## src/rtl/ram_arb.sv

```systemverilog
// Two-port (CPU / debug) arbiter onto a single combinational-read RAM.
// Round-robin sharing, plus a debug lock that gives the debug port exclusive ownership.
module ram_arb #(
    parameter int AW = 32,
    parameter int DW = 32
) (
    input  logic          i_clk,
    input  logic          i_rst,

    input  logic          i_cpu_req,
    input  logic          i_cpu_we,
    input  logic [AW-1:0] i_cpu_addr,
    input  logic [2:0]    i_cpu_size,
    input  logic [DW-1:0] i_cpu_wdata,
    output logic          o_cpu_gnt,
    output logic          o_cpu_rvalid,
    output logic [DW-1:0] o_cpu_rdata,

    input  logic          i_dbg_req,
    input  logic          i_dbg_we,
    input  logic [AW-1:0] i_dbg_addr,
    input  logic [2:0]    i_dbg_size,
    input  logic [DW-1:0] i_dbg_wdata,
    input  logic          i_dbg_lock,
    output logic          o_dbg_gnt,
    output logic          o_dbg_rvalid,
    output logic [DW-1:0] o_dbg_rdata,

    output logic [AW-1:0] o_ram_addr,
    output logic          o_ram_we,
    output logic [2:0]    o_ram_size,
    output logic [DW-1:0] o_ram_wdata,
    input  logic [DW-1:0] i_ram_rdata,

    output logic          o_locked
);

    typedef enum logic [1:0] {
        SHARED    = 2'd0,
        LOCK_WAIT = 2'd1,
        LOCKED    = 2'd2
    } state_t;

    state_t state;
    logic   prio_dbg;   // 1: debug wins the next tie
    logic   cpu_gnt;
    logic   dbg_gnt;

    always_comb begin
        cpu_gnt = 1'b0;
        dbg_gnt = 1'b0;
        if (!i_rst) begin
            if (state == SHARED) begin
                if (i_cpu_req && (!i_dbg_req || !prio_dbg)) begin
                    cpu_gnt = 1'b1;
                end else if (i_dbg_req) begin
                    dbg_gnt = 1'b1;
                end
            end else begin
                dbg_gnt = i_dbg_req;
            end
        end
    end

    assign o_cpu_gnt   = cpu_gnt;
    assign o_dbg_gnt   = dbg_gnt;

    // With no grant the RAM port idles on the CPU inputs with we held low.
    assign o_ram_addr  = dbg_gnt ? i_dbg_addr  : i_cpu_addr;
    assign o_ram_size  = dbg_gnt ? i_dbg_size  : i_cpu_size;
    assign o_ram_wdata = dbg_gnt ? i_dbg_wdata : i_cpu_wdata;
    assign o_ram_we    = (cpu_gnt & i_cpu_we) | (dbg_gnt & i_dbg_we);

    always_ff @(posedge i_clk or posedge i_rst) begin
        if (i_rst) begin
            state    <= SHARED;
            prio_dbg <= 1'b0;
            o_locked <= 1'b0;
        end else begin
            case (state)
                SHARED: begin
                    if (cpu_gnt) begin
                        prio_dbg <= 1'b1;
                    end else if (dbg_gnt) begin
                        prio_dbg <= 1'b0;
                    end
                    if (i_dbg_lock) begin
                        state <= LOCK_WAIT;
                    end
                end
                LOCK_WAIT: begin
                    if (!i_dbg_lock) begin
                        state    <= SHARED;
                        prio_dbg <= 1'b0;
                    end else begin
                        state    <= LOCKED;
                        o_locked <= 1'b1;
                    end
                end
                LOCKED: begin
                    if (!i_dbg_lock) begin
                        state    <= SHARED;
                        prio_dbg <= 1'b0;
                        o_locked <= 1'b0;
                    end
                end
                default: begin
                    state    <= SHARED;
                    prio_dbg <= 1'b0;
                    o_locked <= 1'b0;
                end
            endcase
        end
    end

    // Read data is captured on the grant edge and presented for one cycle.
    always_ff @(posedge i_clk or posedge i_rst) begin
        if (i_rst) begin
            o_cpu_rvalid <= 1'b0;
            o_cpu_rdata  <= '0;
            o_dbg_rvalid <= 1'b0;
            o_dbg_rdata  <= '0;
        end else begin
            o_cpu_rvalid <= cpu_gnt & ~i_cpu_we;
            o_dbg_rvalid <= dbg_gnt & ~i_dbg_we;
            if (cpu_gnt && !i_cpu_we) begin
                o_cpu_rdata <= i_ram_rdata;
            end
            if (dbg_gnt && !i_dbg_we) begin
                o_dbg_rdata <= i_ram_rdata;
            end
        end
    end

endmodule

```

## config.mk

```make
export PLATFORM = sky130hd
export DESIGN_NAME = ram_arb
export DESIGN_NICKNAME = d
export VERILOG_FILES = /design/src/rtl/ram_arb.sv
export SDC_FILE = /design/constraint.sdc
export NUM_CORES = 1
export LEC_CHECK = 0
export CAP_MARGIN = 20
export CORE_ASPECT_RATIO = 0.5
export CORE_MARGIN = 2
export CORE_UTILIZATION = 25
export CTS_BUF_LIST = sky130_fd_sc_hd__clkbuf_4 sky130_fd_sc_hd__clkbuf_8
export DETAILED_ROUTE_END_ITERATION = 6
export GPL_TIMING_DRIVEN = 0
export PLACE_DENSITY = 0.68
export SLEW_MARGIN = 30
export SYNTH_ARGS = -nofsm -noshare
export SYNTH_HDL_FRONTEND = slang
export SYNTH_SLANG_ARGS = --single-unit
```

## constraint.sdc

```tcl
create_clock -name i_clk -period 2 [get_ports i_clk]
set_input_delay 0.4 -clock i_clk [delete_from_list [all_inputs] [get_ports i_clk]]
set_output_delay 0.4 -clock i_clk [all_outputs]
set_load 0.01 [all_outputs]
```

# After elaboration in Yosys (flattened, before gate mapping)
# Index checks and enable logic that the tools add are counted.
dict set report totals {
  ff_bits 70
  latchBits 0
  mem_bits_rw 0
  mem_bits_ro 0
  inputBits 173
  out_inout_bits 137
  elab_cells 55
  n_memories 0
}
dict set report op_classes {
  addsub 0
  mul 0
  div 0
  magnitude_cmp 0
  n_eq_ne 7
  shift 0
  n_mux 20
  n_bitwise 8
  reduce_logical 13
}
# cell n
set ops {}
lappend ops {{32-bit two-way mux} 2}
lappend ops {{1-bit two-way mux} 11}
lappend ops {{2-bit != test (second input constant)} 4}
lappend ops {{2-bit two-way mux} 3}
lappend ops {{2-bit case mux with 3 select lines} 1}
lappend ops {{1-bit AND} 4}
lappend ops {{1-bit logical NOT} 4}
lappend ops {{2-bit AND reduction} 2}
lappend ops {{1-bit logical AND} 3}
lappend ops {{3-bit two-way mux} 1}
lappend ops {{3-bit != test (second input constant)} 1}
lappend ops {{1-bit NOT} 3}
lappend ops {{1-bit case mux with 3 select lines} 1}
lappend ops {{3-bit AND reduction} 1}
lappend ops {{2-bit by 1-bit equality test with 1-bit output (second input constant)} 1}
lappend ops {{2-bit equality test (second input constant)} 1}
lappend ops {{2-bit logical NOT} 1}
lappend ops {{1-bit case mux with 2 select lines} 1}
lappend ops {{2-bit OR reduction} 1}
lappend ops {{1-bit logical OR} 1}
lappend ops {{1-bit OR} 1}

# Depth between registers and ports, before layout
# Gate-level depths: netlist (run 1).
dict set report depth {
  ltp_word 9
  depth_mapped 8
  depth_no_buf 6
}

# Least setup slack after synthesis (run 1)
# OpenSTA, ideal clock, no wires.
dict set report synth_timing {
  path_kind {reg2out}
  start {reg state[0]}
  end {out o_ram_wdata[10]}
  arrival_ns 1.754
  required_time_ns 1.600
  setup_slack_ns -0.154
  stages_incl_launch_ff 8
  n_path_buf 2
  path_cell_list {dfrtp_1 > inv_1 > ha_1 > nand2_2 > o21ai_1 > buf_2 > buf_4 > mux2_2}
}
dict set report synth_between {
  elab_chain_len 4
}
# element line_no
set synth_lines {}
lappend synth_lines {{from (decl)} 44} ;# state_t state;
lappend synth_lines {{from (signal assigned)} 76} ;# state <= SHARED;
lappend synth_lines {{from (signal assigned)} 88} ;# state <= LOCK_WAIT;
lappend synth_lines {{from (signal assigned)} 93} ;# state <= SHARED;
lappend synth_lines {{2-bit logical NOT} 53} ;# if (state == SHARED) begin
lappend synth_lines {{1-bit two-way mux} 53}
lappend synth_lines {{1-bit two-way mux} 52} ;# if (!i_rst) begin
lappend synth_lines {{32-bit two-way mux} 71} ;# assign o_ram_wdata = dbg_gnt ? i_dbg_wdata : i_cpu_wdata;
lappend synth_lines {{to (decl)} 32} ;# output logic [DW-1:0] o_ram_wdata,
# Every way passes these cells.

# Final worst setup path (run 1)
dict set report layout_timing {
  start {reg state[0]}
  end {out o_ram_wdata[0]}
}
# The elaborated chain is that of the path after synthesis.

==> impl_metrics.py, run 1 <==
metrics = {
    "timing": {
        "slew_violations": 0,
        "hold_slack_ns": 0.362,
        "setup_viol": 101,
        "min_period_ns": 2.42,
        "clock_skew_ns": 0.00807,
        "max_freq_mhz": 412,
        "worst_slack_ns": -0.425,
        "finalHoldViolations": 0,
        "rsz0062_at_grt": "yes",
        "tightest_slew_ns": 0.456,
        "fin_crit_sh": 1.21,
        "slew_headroom": 0.695,
    },
    "synthesis": {
        "ys_ff_latch": 70,
        "synth_area_leaders": "dfrtp_1 (48%), mux2_2 (32%), mux2_4 (12%)",
        "synthDistinctLibCells": 21,
        "synth_nets": 421,
        "syn_area_mm2": 0.00367,
        "synth_warnings": 0,
        "synth_top_cell_area_share": 0.477,
        "syn-instance-count": 244,
        "synth_area_leader_cell": "dfrtp_1",
        "yosysSeqAreaShare": 0.477,
        "synth_area_per_cell_um2": 15.0,
    },
    "placement": {
        "gp_congestion": 0.730,
        "io_buffers": 309,
        "place_ws_ns": -1.03,
        "place.detailed.hpwl_mm": 10.7,
        "place_inst": 753,
    },
    "job": {
        "max-cap-violations": 0,
    },
    "global_route": {
        "grt_max_degree": 30,
        "grt_use_met3": 0.0358,
        "gr-total-overflow": 0,
        "grt_pass1_wl_mm": 20.5,
        "grtUsageTotal": 0.171,
        "use_met1": 0.203,
        "busiest_layer": "met2",
        "antenna_found_initial": 0,
        "grt_pass1_vias": 3602,
        "grt_use_met2": 0.322,
    },
    "layout": {
        "n_fill_cell": 1165,
        "regArea_mm2": 0.00175,
        "nets": 775,
        "multiInputGateArea_mm2": 0.00219,
        "final_cell_mix": "clkdlybuf4s50_1 (237), mux2_4 (125), buf_6 (74)",
        "area_delta_synth_final_pct": 127,
        "diodes": 0,
        "final_layout_size_suffix_gt1_frac": 0.463,
        "final_common_cell": "clkdlybuf4s50_1",
        "fin_cells": 801,
    },
    "routing": {
        "wl_mm": 14.4,
        "ant_nets": 0,
        "avgViaCountPerCell": 4.22,
        "drt_pass1_iterations": 4,
        "first_iter_violations": 94,
        "via_count": 3377,
        "wl_per_cell_um": 18.0,
        "drc": 0,
    },
    "floorplanning": {
        "start_util": 0.255,
        "rows": 31,
        "die_w_um": 175,
        "die_h_um": 89.7,
        "coreArea_mm2": 0.0144,
        "dieArea_mm2": 0.0157,
        "io_pins": 310,
    },
    "cts": {
        "tritoncts": "done",
        "clockBufferDepth": 2,
        "path_clk_slew_ns": 0.08,
        "cts_inserted_buffers": 9,
        "ctsHtreeMaxLevel": 3,
        "ctsHoldBuffers": 0,
        "clock_latency_ns": 0.35,
        "clkSinkCount": 70,
        "root_buffer": "clkbuf_8",
    },
    "worst_setup_path": {
        "critPathMaxFanout": 5,
        "required_ns": 1.60,
        "critPathLaunchType": "register",
        "endpoint_kind": "output port",
        "r2r_slack_ns": -0.12,
        "crit_arrival_ns": 2.02,
        "path_class": "register to output port",
    },
    "pwr": {
        "p_leak_nw": 4.00,
        "powerDensity_mw_per_mm2": 987,
        "power.total_mw": 8.23,
        "vdd_drop_max_mv": 0.410,
    },
    "status": {
        "outcome": "finished with violations",
        "violations": "negative setup slack",
    },
    "hold_path": {
        "hp-class": "primary input to async pin",
    },
}
==> critical path, cell delays in order (launching register included) <==
cell and delay [ns]:
dfrtp_1 0.40, inv_2 0.09, ha_4 0.15, nand2_4 0.05, o21ai_4 0.16, buf_12 0.13, buf_8 0.12, buf_12 0.13
mux2_4 0.31, buf_6 0.13
==> cell families (layout without fill, tap and decap cells) <==
| family | Yosys count | after routing | synth area share |
|---|---|---|---|
| AOI/OAI and AO/OA | 8 | 8 | 0.0201 |
| buffers and inverters | 23 | 382 | 0.0399 |
| and+or+nand+nor | 4 | 4 | 0.00579 |
| adders and majority gates | 4 | 4 | 0.0136 |
| muxes | 135 | 135 | 0.443 |
| DFF | 70 | 70 | 0.477 |
==> cell usage after synthesis, drive strengths merged <==
library cell	count
mux2	134
nor2b	1
ha	4
dfrtp	70
mux2i	1
nand2	2
o21ai	1
nand3	1
a2111o	2
o211ai	2
a211oi	1
buf	15
a32o	1
inv	8
a22o	1
==> per-layer routing <==
layer  up-vias  share of wire
li1       1586              -
met1      1672           0.41
met2       106           0.53
met3        13          0.044
met4         0          0.012
met5         -              0
==> path summary, 6_finish.rpt <==
path / startpoint / endpoint / depth (start not counted)
max in group asynchronous: i_rst / o_cpu_rdata[4] / 3
worst max register to register: state[0] / o_dbg_rdata[9] / 10
worst min-delay path: i_rst / o_cpu_rdata[5] / 2
worst max-delay path: state[0] / o_ram_wdata[0] / 9
min in group i_clk: o_dbg_rdata[30] / o_dbg_rdata[30] / 1
worst min register to register: o_dbg_rdata[30] / o_dbg_rdata[30] / 1
==> final cells by class <==
| type | instances | share of cell area |
|---|---|---|
| buffer | 15 | 0.0295 |
| sequential | 70 | 0.210 |
| clock buffer | 10 | 0.0165 |
| clock inverter | 6 | 0.0112 |
| tap | 198 | 0.0297 |
| inverter | 8 | 0.00435 |
| timing repair buffer | 343 | 0.436 |
| multi-input combinational | 151 | 0.263 |
==> through the flow <==
| stage | setup TNS (ns) | utilization | instance area (µm²) |
|---|---|---|---|
| floorplan | 0 | - | 3690 |
| global placement | -85.23 | 0.489 | 7040 |
| detailed placement | -71.82 | 0.492 | 7080 |
| CTS | -31.21 | 0.566 | 8150 |
| global route | -40.11 | 0.580 | 8340 |
| finish | -30.86 | 0.580 | 8340 |
==> registers in the layout (all words and copies together), names as in the netlist <==
signal / cells
o_cpu_rdata: 32
o_cpu_rvalid: 1
o_dbg_rdata: 32
o_dbg_rvalid: 1
o_locked: 1
prio_dbg: 1
state: 2
==> repair_timing <==
item	in CTS	in global routing
cloned	6	3
resized for setup	463	52
pin swaps	4	5
setup endpoints to repair	99	121
buffers inserted	18	12
==> report_power, final <==
part,leakage [nW],switching [mW],internal [mW]
Combinational,3.04,1.51,3.04
Sequential,0.842,0.337,2.03
Clock,0.113,0.575,0.745
Power figures use the tool's default switching activity.
==> run 2, diff against run 1 <==
--- a/config.mk
+++ b/config.mk
@@ -12,6 +12,7 @@
 export CTS_BUF_LIST = sky130_fd_sc_hd__clkbuf_4 sky130_fd_sc_hd__clkbuf_8
 export DETAILED_ROUTE_END_ITERATION = 6
 export GPL_TIMING_DRIVEN = 0
+export HOLD_SLACK_MARGIN = 0.03
 export PLACE_DENSITY = 0.68
 export SLEW_MARGIN = 30
 export SYNTH_ARGS = -nofsm -noshare
==> results of run 2 <==
No change in the layout: final DEF, timing and power equal those of run 1.
